## src/rtl/snoop_bus_arbiter.sv

```systemverilog
// Round-robin arbiter and transaction sequencer for a four-core shared snoop bus.
// Each ownership runs SNOOP (collect peer acks) then DATA (await owner's Bus_done), bounded by a timeout.
module snoop_bus_arbiter #(
    parameter int TIMEOUT_CYCLES = 64
) (
    input  logic       clk,
    input  logic       rst,
    input  logic [3:0] Bus_req,
    input  logic [3:0] Snoop_ack,
    input  logic [3:0] Bus_done,
    output logic [3:0] Bus_grant,
    output logic [1:0] Owner_id,
    output logic       Snoop_req,
    output logic       All_snooped,
    output logic       Bus_busy,
    output logic       Timeout_err
);

    typedef enum logic [1:0] {
        IDLE,
        SNOOP,
        DATA
    } state_t;

    localparam logic [7:0] TMO_LAST = 8'(TIMEOUT_CYCLES - 1);

    state_t     state;
    logic [1:0] owner;
    logic [1:0] rr_ptr;
    logic [3:0] ack_mask;
    logic [7:0] tmo_cnt;

    logic [3:0] owner_bit;
    logic [3:0] peer_mask;
    logic [3:0] acks_seen;
    logic       snooped;
    logic       finished;
    logic       expired;
    logic       win_valid;
    logic [1:0] win_id;

    always_comb begin
        owner_bit = 4'b0001 << owner;
        peer_mask = ~owner_bit;
        acks_seen = ack_mask | (Snoop_ack & peer_mask);
        snooped   = (acks_seen & peer_mask) == peer_mask;
        // An owner dropping its request mid-transaction is an abort, handled like Bus_done.
        finished  = ~Bus_req[owner] | ((state == DATA) & Bus_done[owner]);
        expired   = (tmo_cnt == TMO_LAST);
        win_valid = 1'b0;
        win_id    = rr_ptr;
        // Scan from farthest to nearest so the nearest requester after rr_ptr wins.
        for (int i = 3; i >= 0; i--) begin
            if (Bus_req[rr_ptr + 2'(i)]) begin
                win_valid = 1'b1;
                win_id    = rr_ptr + 2'(i);
            end
        end
    end

    always_ff @(posedge clk) begin
        if (rst) begin
            state       <= IDLE;
            owner       <= 2'd0;
            rr_ptr      <= 2'd0;
            ack_mask    <= 4'b0000;
            tmo_cnt     <= 8'd0;
            Bus_grant   <= 4'b0000;
            Owner_id    <= 2'd0;
            Snoop_req   <= 1'b0;
            All_snooped <= 1'b0;
            Bus_busy    <= 1'b0;
            Timeout_err <= 1'b0;
        end else begin
            All_snooped <= 1'b0;
            case (state)
                IDLE: begin
                    if (win_valid) begin
                        state     <= SNOOP;
                        owner     <= win_id;
                        Bus_grant <= 4'b0001 << win_id;
                        Owner_id  <= win_id;
                        Snoop_req <= 1'b1;
                        Bus_busy  <= 1'b1;
                        ack_mask  <= 4'b0000;
                        tmo_cnt   <= 8'd0;
                    end
                end
                SNOOP, DATA: begin
                    tmo_cnt <= tmo_cnt + 8'd1;
                    // Completion outranks timeout; timeout outranks the move into DATA.
                    if (finished || expired) begin
                        state     <= IDLE;
                        rr_ptr    <= owner + 2'd1;
                        Bus_grant <= 4'b0000;
                        Owner_id  <= 2'd0;
                        Snoop_req <= 1'b0;
                        Bus_busy  <= 1'b0;
                        if (!finished) begin
                            Timeout_err <= 1'b1;
                        end
                    end else if (state == SNOOP) begin
                        ack_mask <= acks_seen;
                        if (snooped) begin
                            state       <= DATA;
                            Snoop_req   <= 1'b0;
                            All_snooped <= 1'b1;
                        end
                    end
                end
                default: state <= IDLE;
            endcase
        end
    end

endmodule

```

## config.mk

```make
export PLATFORM = sky130hd
export DESIGN_NAME = snoop_bus_arbiter
export DESIGN_NICKNAME = d
export VERILOG_FILES = /design/src/rtl/snoop_bus_arbiter.sv
export SDC_FILE = /design/constraint.sdc
export NUM_CORES = 1
export LEC_CHECK = 0
export ABC_AREA = 1
export CELL_PAD_IN_SITES_DETAIL_PLACEMENT = 1
export CELL_PAD_IN_SITES_GLOBAL_PLACEMENT = 2
export CORE_ASPECT_RATIO = 0.8
export CORE_MARGIN = 3
export CORE_UTILIZATION = 32
export DETAILED_ROUTE_END_ITERATION = 6
export PLACE_DENSITY = 0.81
export REMOVE_ABC_BUFFERS = 1
export SYNTH_ARGS = -nofsm -noshare
export SYNTH_HDL_FRONTEND = slang
export SYNTH_SLANG_ARGS = --single-unit
```

## constraint.sdc

```tcl
create_clock -name clk -period 4.5 [get_ports clk]
set_input_delay 0.45 -clock clk [delete_from_list [all_inputs] [get_ports clk]]
set_output_delay 0.45 -clock clk [all_outputs]
set_load 0.02 [all_outputs]
```

Word level (Yosys, flattened, before mapping):

Cells that the tools add are included.

* flip-flop bits (word level): 28
* latch bits: 0
* RAM bits: 0
* bits in read-only memories: 0
* input bits: 14
* output and inout bits: 10
* logic and storage cells: 101
* memories: 0

* add/subtract/negate cells: 5
* $mul: 0
* div/mod/pow operators: 0
* $lt $le $gt $ge: 5
* equal/unequal tests: 10
* shift-type cells: 2
* multiplexer cells: 45
* bitwise operators: 10
* reduce and logical (&&, ||, !) cells: 13

Operator list (count)
* 2-to-1 mux 2 bit: 10
* 2-to-1 mux 4 bit: 5
* 2-to-1 mux 1 bit: 16
* one-hot mux 4 bit (2 select lines): 2
* one-hot mux 8 bit (2 select lines): 1
* < comparator 2 x 3 -> 1 bit (second input constant): 5
* binary-select mux 1 bit (select 2 bit): 6
* AND reduction 3 bit: 3
* adder 8 x 1 -> 8 bit (second input constant): 1
* AND 4 bit: 2
* equality test 8 x 6 -> 1 bit (second input constant): 1
* 2-to-1 mux 8 bit: 1
* inequality test 2 bit (second input constant): 4
* one-hot mux 2 bit (2 select lines): 2
* AND reduction 4 bit: 2
* left shift 1 x 2 -> 4 bit (first input constant): 2
* inequality test 3 bit (second input constant): 2
* AND reduction 2 bit: 3
* adder 2 x 1 -> 2 bit (second input constant): 2
* adder 2 bit (second input constant): 2
* equality test 4 bit: 1
* inverter 1 bit: 4
* inverter 4 bit: 1
* bitwise OR 4 bit: 1
* other kinds (10): 11

Depth between registers and ports, before layout:

* word-level depth: 10
* mapped depth: 14

Least setup slack after synthesis:

Ideal clock, no wire load.

* path type: register -> register
* from: register state[0]
* to: register ack_mask[0]
* library setup time: 112 ps
* arrival time: 1490 ps
* data required time: 4388 ps
* setup slack: 2898 ps
* cell stages (with the launch flop): 9
* buffers on the path: 0
* cell sequence: dfxtp_1 inv_1 ha_1 or2_2 nand2_4 inv_4 and2_1 nor2_1 nor2_1

* word-level cells in the longest chain between the ends: 6
* elaborated cells between the ends (all ways): 13
* those cells by class: 5 x eq/ne; 1 x mux; 2 x bitwise; 5 x reduce/logical

Ends and longest elaborated chain
* start: declaration: line 27 `state_t state;`
* start signal: assignment: line 63 `state <= IDLE;`
* start signal: assignment: line 79 `state <= SNOOP;`
* start signal: assignment: line 93 `state <= IDLE;`
* equality test 2 bit: line 48, 76
* AND 1 bit: line 48 `finished = ~Bus_req[owner] | ((state == DATA) & Bus_done[owner]);`
* bitwise OR 1 bit: line 48
* logical OR 1 bit: line 92 `if (finished || expired) begin`
* inequality test 2 bit (no line)
* AND reduction 4 bit (no line)
* end signal: assignment: line 103 `ack_mask <= acks_seen;`
* end: declaration: line 30 `logic [3:0] ack_mask;`

Several ways; a longest one is shown, not always the timed one.
A chain may end at the register's enable or synchronous reset.

Worst setup path after layout:

* from: register state[0]
* to: register ack_mask[3]

The elaborated chain is that of the path after synthesis.

==> results.py <==
metrics = {
    "yosys": {
        "synth_compound_area_share_pct": 10.9,
        "synth.largest_area_cell": "dfxtp_1",
        "synth_top_family_by_area": "simple AND/OR/NAND/NOR gates",
        "synth.area.top_cells": "dfxtp_1 31%, nand2_1 15%, ha_1 7.0%, nand3_1 6.2%, inv_1 6.1%",
        "syn_avg_cell_area_sq_um": 6.67,
        "synthAdderAreaFrac_pct": 7.02,
        "synthMuxAreaShare_pct": 0,
        "syn_inst": 267,
        "synth-simple-area-share_pct": 39.2,
        "synth_top_area_share_pct": 31.5,
        "ys_ff_latch": 28,
        "ys_types": 33,
        "ys_warn_count": 0,
        "netlist_area_sq_um": 1780,
        "seq_area_frac_synth_pct": 31.5,
        "synthXorXnorAreaFrac_pct": 1.97,
    },
    "clocking": {
        "cts_buffers": 3,
        "cts.path.max_buffers": 2,
        "tritoncts": "yes",
        "root_buffer": "clkbuf_8",
        "path_clk_slew_ns": 0.09,
        "cts_resized": 0,
        "ctsHtreeMaxLevel": 1,
        "cts_hold_repair.buffers": 0,
        "cts_setup_buffers": 0,
        "clock_latency_ns": 0.27,
        "clkSinkCount": 28,
    },
    "global_routing": {
        "grt_pass1_vias": 1760,
        "grt_use_total_pct": 15.1,
        "grt_first_pass_wirelength_mm": 7.84,
        "grt_max_degree": 19,
        "antenna_found_initial": 0,
        "grt-ovfl-total": 0,
    },
    "floorplan": {
        "core_area_sq_um": 5180,
        "ioPinCount": 24,
        "dieArea_sq_um": 6500,
        "initial_core_util_pct": 34.4,
        "rows": 23,
        "die_h_um": 72.7,
        "die_x_um": 89.4,
    },
    "sta": {
        "rsz0062_at_grt": "false",
        "max_clock_freq_mhz": 494,
        "tightest_slew_ns": 0.670,
        "setup_viol": 0,
        "min_period_ns": 2.02,
        "drv_slew": 0,
        "skew_ns": 0.00238,
        "fin_crit_sh_pct": 45.0,
        "relSlewSlack_pct": 55.2,
        "setup_tns_ns": 0,
        "hold_violations": 0,
        "timing.final.ws_setup_ns": 2.48,
    },
    "finish": {
        "final_common_cell": "nand2_1",
        "area_growth_pct": 18.5,
        "finish.utilization_pct": 40.7,
        "fin_area_sq_um": 2110,
        "n_fill_cell": 684,
        "ff_latch_area_sq_um": 561,
        "drive_gt1_share_pct": 9.34,
        "antenna_cells": 0,
        "final_nets": 314,
        "multi_input_area_sq_um": 1050,
        "mostFrequentLayoutCells": "71 x nand2_1, 29 x inv_1, 28 x dfxtp_1",
        "layoutNonFillerInstCount": 351,
    },
    "critical_path": {
        "required_ns": 4.68,
        "crit_chain": "inv_1 -> ha_1 -> or2_2 -> nand2_4 -> inv_4 -> and2_1 -> nor2_1 -> nor2_1",
        "cp-end-kind": "flop",
        "path_class": "reg -> reg",
        "crit_path_max_fanout": 13,
        "reg2reg_depth": 8,
        "cp_common_cell": "nor2_1",
        "start_kind": "flop",
        "crit_path_top_delay_cell": "ha_1",
        "critPathLaunch": "state[0]",
        "timing.rr.start": "state[0]",
        "worstSetupEndpoint": "ack_mask[3]",
        "rrSetupSlack_ns": 2.48,
        "path_depth": 8,
        "rr_endpoint": "ack_mask[3]",
        "path_buf_inv": 2,
        "crit_family": "simple AND/OR/NAND/NOR gates",
        "max_stage_delay_ns": 0.46,
        "crit_arrival_ns": 2.20,
    },
    "place": {
        "dp_cells": 347,
        "postPlaceCellArea_sq_um": 2060,
        "gp_congestion": 0.756,
        "port_buffers": 23,
        "post-place-ws_ns": 2.22,
        "post-dp-hpwl_mm": 3.49,
    },
    "detailed_routing": {
        "drc": 0,
        "dr_total_vias": 1658,
        "wl_mm": 4.39,
        "via_per_inst": 4.72,
        "avgRoutedWirePerCell_um": 12.5,
        "ant_nets": 0,
        "first_iter_violations": 46,
        "dr.pass1.iters": 4,
    },
    "worst_hold_path": {
        "holdCritPathClass": "reg -> reg",
    },
    "run": {
        "maxCapViolCount": 0,
    },
    "power": {
        "ir_worst_vdd_mv": 0.267,
        "cellPowerDensity_nw_per_um2": 672,
        "leakagePower_nw": 0.947,
    },
    "status": {
        "outcome": "finished clean",
    },
}
## through the flow
stage / hold slack, ns / power [mW]
after floorplan: 0.440 / 1.03
after global placement: 0.451 / 1.27
after detailed placement: 0.458 / 1.28
after CTS: 0.474 / 1.44
after global routing: 0.498 / 1.58
final: 0.464 / 1.42
## layout make-up
class                      count  share of cell area [%]
multi-input combinational    200                    49.9
sequential                    28                    26.6
timing repair buffer          23                    10.9
inverter                      34                    6.40
tap                           62                    3.68
clock buffer                   4                    2.61
## routing by layer
metal	GRT usage, %	part of all wire, %
met5	0	0
met4	1.98	0.43
met3	3.50	3.2
met2	24.2	43
met1	21.3	54
## worst reg2reg max path, delay by kind of cell, from the launching register on
| family | cells | cell delay, ns |
|---|---|---|
| AND/OR/NAND/NOR | 5 | 0.87 |
| buffers and inverters | 2 | 0.19 |
| adder cells (fa/ha/maj) | 1 | 0.46 |
| flip-flops | 1 | 0.41 |
## how the worst min path moves through the flow
stage               cells past startpoint     endpoint        start
finish                                  2    Snoop_req    Snoop_req
global route                            2     Bus_busy     Bus_busy
CTS                                     2    Snoop_req    Snoop_req
detailed placement                      2    Snoop_req    Snoop_req
global placement                        2    Snoop_req    Snoop_req
floorplan                               2  ack_mask[2]  ack_mask[2]
## cells in the mapped netlist
cell / count
nand2_1: 71
inv_1: 29
dfxtp_1: 28
nor2_1: 25
nand3_1: 22
a21oi_1: 19
nand2_2: 11
ha_1: 10
o21ai_0: 10
nand4_1: 6
nand3b_1: 4
nor3_1: 4
xor2_1: 3
and2_1: 2
buf_6: 2
clkbuf_1: 2
inv_2: 2
or2_2: 2
a211oi_1: 1
a211oi_2: 1
a21oi_2: 1
buf_1: 1
clkinv_1: 1
inv_4: 1
inv_6: 1
nand2_4: 1
nand3_4: 1
nor2_2: 1
nor2_4: 1
o211ai_1: 1
o21a_1: 1
o21ai_1: 1
xnor2_1: 1
## state kept, by name (all words and copies together) (netlist names), 2 cells and up
signal,flops
tmo_cnt,8
Bus_grant,4
ack_mask,4
Owner_id,2
owner,2
rr_ptr,2
state,2
## cells by family after synthesis
kind of cell / Yosys count
simple gates: 151
fa+ha+maj: 10
compound gates: 35
buf+inv: 39
flops: 28
xor+xnor: 4
## power breakdown
part / total, mW / internal, mW / switching (mW)
Sequential: 0.388 / 0.318 / 0.0697
Clock: 0.156 / 0.0784 / 0.0778
Combinational: 0.874 / 0.307 / 0.567
Note: power is estimated with default switching activity, not from simulation.
